**config.mk**
```make
export PLATFORM = sky130hd
export DESIGN_NAME = mem_access_controller
export DESIGN_NICKNAME = d
export VERILOG_FILES = /design/src/rtl/mem_access_controller.sv
export SDC_FILE = /design/constraint.sdc
export NUM_CORES = 1
export LEC_CHECK = 0
export ABC_AREA = 1
export BUFFER_PORTS_ARGS = -buffer_cell sky130_fd_sc_hd__buf_4
export CORE_MARGIN = 5
export CORE_UTILIZATION = 45
export CTS_CLUSTER_SIZE = 24
export DETAILED_ROUTE_END_ITERATION = 8
export GPL_TIMING_DRIVEN = 0
export PLACE_DENSITY_LB_ADDON = 0.08
export REMOVE_ABC_BUFFERS = 1
export SLEW_MARGIN = 5
export SYNTH_ARGS = -nofsm -noshare
export SYNTH_HDL_FRONTEND = slang
export SYNTH_SLANG_ARGS = --single-unit
```
**constraint.sdc**
```tcl
create_clock -name clk -period 1.9 [get_ports clk]
set_clock_uncertainty 0.2 [all_clocks]
set_input_delay 0.38 -clock clk [delete_from_list [all_inputs] [get_ports clk]]
set_output_delay 0.38 -clock clk [all_outputs]
set_load 0.03 [all_outputs]
```
**src/rtl/mem_access_controller.sv**
```systemverilog
// Sequencing front end for Main_Memory: arbitrates the fetch and load/store ports and
// issues one guarded (range check + timeout) memory transaction at a time.
//
// state    | meaning
// ---------+------------------------------------------------------------------
// S_IDLE   | no transaction; requests evaluated, winner latched
// S_ACCESS | memory flags driven, waiting for mem_done or timeout
// S_RESP   | one-cycle ack to the granted port with err/data, then back to idle
module mem_access_controller #(
    parameter int TIMEOUT_CYCLES = 15,
    parameter int MEM_DEPTH      = 13
) (
    input  logic        clk,
    input  logic        reset,
    input  logic        fetch_req,
    input  logic [12:0] fetch_addr,
    output logic        fetch_ack,
    output logic [12:0] fetch_data,
    input  logic        ls_req,
    input  logic        ls_write,
    input  logic [12:0] ls_addr,
    input  logic [12:0] ls_wdata,
    output logic        ls_ack,
    output logic [12:0] ls_rdata,
    output logic        err,
    output logic        busy,
    output logic [12:0] mem_address,
    output logic [12:0] mem_data_in,
    output logic        mem_write,
    output logic        mem_read,
    output logic        mem_instruction,
    input  logic [12:0] mem_data_out,
    input  logic        mem_done
);

    typedef enum logic [1:0] {
        S_IDLE   = 2'd0,
        S_ACCESS = 2'd1,
        S_RESP   = 2'd2
    } state_t;

    localparam logic [13:0] DEPTH    = 14'(MEM_DEPTH);
    localparam logic [7:0]  TO_LOAD  = 8'(TIMEOUT_CYCLES);
    localparam logic [12:0] ERR_DATA = 13'h1FFF;

    state_t      state;
    logic        last_ls;
    logic        port_ls;
    logic        is_store;
    logic [7:0]  to_cnt;

    logic        any_req;
    logic        grant_ls;
    logic [12:0] grant_addr;
    logic        grant_oor;

    logic        resp_fire;
    logic        resp_err;
    logic        resp_ls;
    logic [12:0] resp_data;

    // On a tie the port that was not served last wins; last_ls resets to "fetch".
    assign any_req    = fetch_req | ls_req;
    assign grant_ls   = ls_req & (~fetch_req | ~last_ls);
    assign grant_addr = grant_ls ? ls_addr : fetch_addr;
    assign grant_oor  = ({1'b0, grant_addr} >= DEPTH);
    assign busy       = (state != S_IDLE);

    always_comb begin
        resp_fire = 1'b0;
        resp_err  = 1'b0;
        resp_ls   = port_ls;
        resp_data = '0;
        case (state)
            S_IDLE: begin
                if (any_req && grant_oor) begin
                    resp_fire = 1'b1;
                    resp_err  = 1'b1;
                    resp_ls   = grant_ls;
                    resp_data = ERR_DATA;
                end
            end
            S_ACCESS: begin
                if (mem_done) begin
                    resp_fire = 1'b1;
                    resp_data = is_store ? '0 : mem_data_out;
                end else if (to_cnt == '0) begin
                    resp_fire = 1'b1;
                    resp_err  = 1'b1;
                    resp_data = ERR_DATA;
                end
            end
            default: ;
        endcase
    end

    always_ff @(posedge clk) begin
        if (reset) begin
            state           <= S_IDLE;
            last_ls         <= 1'b0;
            port_ls         <= 1'b0;
            is_store        <= 1'b0;
            to_cnt          <= '0;
            fetch_ack       <= 1'b0;
            ls_ack          <= 1'b0;
            err             <= 1'b0;
            fetch_data      <= '0;
            ls_rdata        <= '0;
            mem_address     <= '0;
            mem_data_in     <= '0;
            mem_write       <= 1'b0;
            mem_read        <= 1'b0;
            mem_instruction <= 1'b0;
        end else begin
            fetch_ack <= resp_fire & ~resp_ls;
            ls_ack    <= resp_fire & resp_ls;
            err       <= resp_fire & resp_err;
            if (resp_fire && !resp_ls) begin
                fetch_data <= resp_data;
            end
            if (resp_fire && resp_ls) begin
                ls_rdata <= resp_data;
            end

            case (state)
                S_IDLE: begin
                    if (any_req) begin
                        port_ls  <= grant_ls;
                        is_store <= grant_ls & ls_write;
                        if (grant_oor) begin
                            state <= S_RESP;
                        end else begin
                            state           <= S_ACCESS;
                            to_cnt          <= TO_LOAD;
                            mem_address     <= grant_addr;
                            mem_data_in     <= grant_ls ? ls_wdata : '0;
                            mem_write       <= grant_ls & ls_write;
                            mem_read        <= ~(grant_ls & ls_write);
                            mem_instruction <= ~grant_ls;
                        end
                    end
                end
                S_ACCESS: begin
                    // Timer runs TIMEOUT_CYCLES+1 access cycles before giving up.
                    if (resp_fire) begin
                        state           <= S_RESP;
                        mem_write       <= 1'b0;
                        mem_read        <= 1'b0;
                        mem_instruction <= 1'b0;
                    end else begin
                        to_cnt <= to_cnt - 8'd1;
                    end
                end
                S_RESP: begin
                    last_ls <= port_ls;
                    state   <= S_IDLE;
                end
                default: state <= S_IDLE;
            endcase
        end
    end

endmodule

```
==> impl_metrics.tcl <==
set metrics [dict create \
    leakagePower_nw 2.401 \
    grt_max_degree 63 \
    synth_edf_count 0 \
    root_buffer "clkbuf_8" \
    required_ps 1940 \
    critPathCaptureType "flop" \
    drc 0 \
    synth.avg_cell_area_um2 7.139 \
    viasPerCell 5.103 \
    finalSetupViolCount 67 \
    num_rows 31 \
    hold_buffers 0 \
    dp_slack_ps -1045 \
    path_class "flop to flop" \
    num_vias 3567 \
    drv_cap 0 \
    drt_wl_total_um 10230 \
    synthToLayoutAreaGrowth_pct 51.01 \
    grt_pass1_wl_um 14700 \
    violations "setup timing" \
    chipHeight_um 96.26 \
    io_pins 117 \
    syn_inst 469 \
    yosysMostFrequentCell "nand2_1" \
    crit_arrival_ps 2120 \
    relSlewSlack_pct 60.39 \
    antenna_left 0 \
    wl_per_cell_um 14.63 \
    port_buffers 116 \
    antenna_found_initial 0 \
    grt_pass1_vias 3164 \
    fmax_mhz 479.7 \
    design_area_um2 5056 \
    core_area_um2 7253 \
    start_util_pct 46.16 \
    synth_top_area_share_pct 42.45 \
    worst_pin_slew_ps 593.5 \
    yosysTopAreaCell "dfxtp_1" \
    cp-start-kind "flop" \
    firstDrtPassIters 4 \
    dieArea_um2 9266 \
    hold_viol 0 \
    use_met1_pct 26.19 \
    cts_buffer_depth 2 \
    status "finished with violations" \
    track_usage_pct 20.26 \
    powerDensity_nw_per_um2 731.5 \
    path_clk_slew_ps 90 \
    dpl.hpwl_um 5886 \
    cts_buffers 9 \
    postPlaceCellArea_um2 4200 \
    gp_congestion 0.8171 \
    grtUsageMet2_pct 32.03 \
    syn_area_um2 3348 \
    synth_ff_type "dfxtp_1" \
    rsz0062_at_grt "yes" \
    synthDistinctLibCells 29 \
    hp-class "primary input to flop" \
    top_usage_layer "met2" \
    seq_area_frac_synth_pct 42.45 \
    synth_commonest_cells "95 x nand2_1, 71 x dfxtp_1, 69 x nand3_1" \
    grt.met3_usage_pct 5.317 \
    synth-async-reset-ratio_pct 0 \
    crit_path_max_fanout 13 \
    clkLatencyLatePin_ps 340 \
    chipWidth_um 96.26 \
    finalCriticalPeriod_ps 2085 \
    drt-initial-drc-count 195 \
    finalCritPeriodShare_pct 109.7 \
    ys_ff_latch 71 \
    finalWorstSetupSlack_ps -184.5 \
    yosys_warnings 0 \
    clkSinkCount 71 \
    vdd_ir_drop_max_mv 0.4309 \
    drive_gt1_share_pct 37.83 \
    fin_nets 654 \
    grt_overflow_total 0 \
    htreeDepth 3 \
    slew_viol_final 0 \
    yosys-top-cells-area "dfxtp_1 42%, nand2_1 11%, nand3_1 10%, a21oi_1 7.0%, inv_1 4.8%" \
    cts_tree "built" \
    utilization_pct 69.71 \
    diodes 0 \
]
what timing repair did:
item                                    CTS  global route
buffers inserted                          9             5
pin swaps                                11            21
gates cloned                              5             7
resized for setup                        37            53
endpoints found under the setup margin   68            69
per-stage QoR:
step,setup TNS [ps],power (mW),instances,hold WS (ps)
4_1_cts,-9985,3.637,687,92.05
3_3_place_gp,-72020,2.383,656,231.1
6_report,-8852,3.699,699,105.8
5_1_grt,-17040,3.892,699,101.9
2_1_floorplan,-19620,2.089,441,249.1
3_5_place_dp,-57930,2.392,657,239.5
area by class of cell:
class	count	area [um^2]
Multi-Input combinational cell	338	2092
Tap cell	99	123.9
Timing Repair Buffer	131	1064
Clock buffer	9	123.9
Sequential cell	71	1425
Inverter	44	166.4
Clock inverter	7	61.31
Fill cell	595	2197
worst max-delay path: stages, from the launching register on:
cell and delay, ps:
dfxtp_4 390, nand2_8 100, buf_6 110, nand3b_1 70, nand2_1 70, nand2_1 60, nor2_2 140, nand3_4 200
nand2_8 190, nand2_4 110, nand2_8 140, nand3_1 90, nand2_1 70, nor2_1 40
where the power goes:
| group | internal, mW | switching (mW) | leakage, nW |
|---|---|---|---|
| clock network | 0.499 | 0.646 | 0.0888 |
| registers | 1.57 | 0.0540 | 0.580 |
| logic | 0.368 | 0.563 | 1.73 |
path summary, 6_finish.rpt:
path / to / cells past startpoint / start / slack (ps)
setup / recovery: ls_rdata[9]$_SDFFE_PP0P_ / 13 / last_ls$_SDFFE_PP0N_ / -180
hold / removal: mem_data_in[7]$_SDFFE_PP0P_ / 3 / ls_wdata[7] / 110
setup reg to reg: ls_rdata[9]$_SDFFE_PP0P_ / 13 / last_ls$_SDFFE_PP0N_ / -180
hold reg to reg: mem_address[0]$_SDFFE_PP0P_ / 2 / mem_address[0]$_SDFFE_PP0P_ / 250
per-layer routing:
| layer | up-vias | part of all wire, % |
|---|---|---|
| li1 | 1828 | - |
| met1 | 1603 | 42 |
| met2 | 126 | 49 |
| met3 | 10 | 8.3 |
| met4 | 0 | 1.2 |
| met5 | - | 0 |
cell families (layout without fill, tap and decap cells):
family | count (synthesis) | in the layout | synth area share, %
DFF | 71 | 71 | 42.45
xor gates and xnor gates | 4 | 4 | 1.046
and+or+nand+nor | 248 | 260 | 35.09
AOI/OAI and AO/OA | 73 | 73 | 11.21
adders and majority gates | 1 | 1 | 0.3736
buffers and inverters | 72 | 191 | 9.828
cells in the final DEF, fill, tap and decap left out, types with 2 or more instances in the layout:
master and count:
nand3_2 12, nor2_2 4, buf_4 120, buf_6 6, inv_2 4, clkinvlp_4 2
a21oi_1 36, nand2_8 15, nand4_1 16, o21ai_2 7, a21oi_2 11, buf_12 4
and3_1 9, dfxtp_1 70, o21ai_0 9, xor2_1 4, nand2_2 7, clkbuf_8 9
nand3b_1 5, nor2_4 3, nand2_1 86, nand2_4 9, nor2_1 32, inv_6 3
or2_2 2, inv_1 39, nand3_1 57, o21ai_1 7
registers in the layout, summed over array words and instances (netlist names):
signal           flops
err                  1
fetch_ack            1
fetch_data          13
is_store             1
last_ls              1
ls_ack               1
ls_rdata            13
mem_address         13
mem_data_in         13
mem_instruction      1
mem_read             1
mem_write            1
port_ls              1
state                2
to_cnt               8
Note: power is estimated with default switching activity, not from simulation.
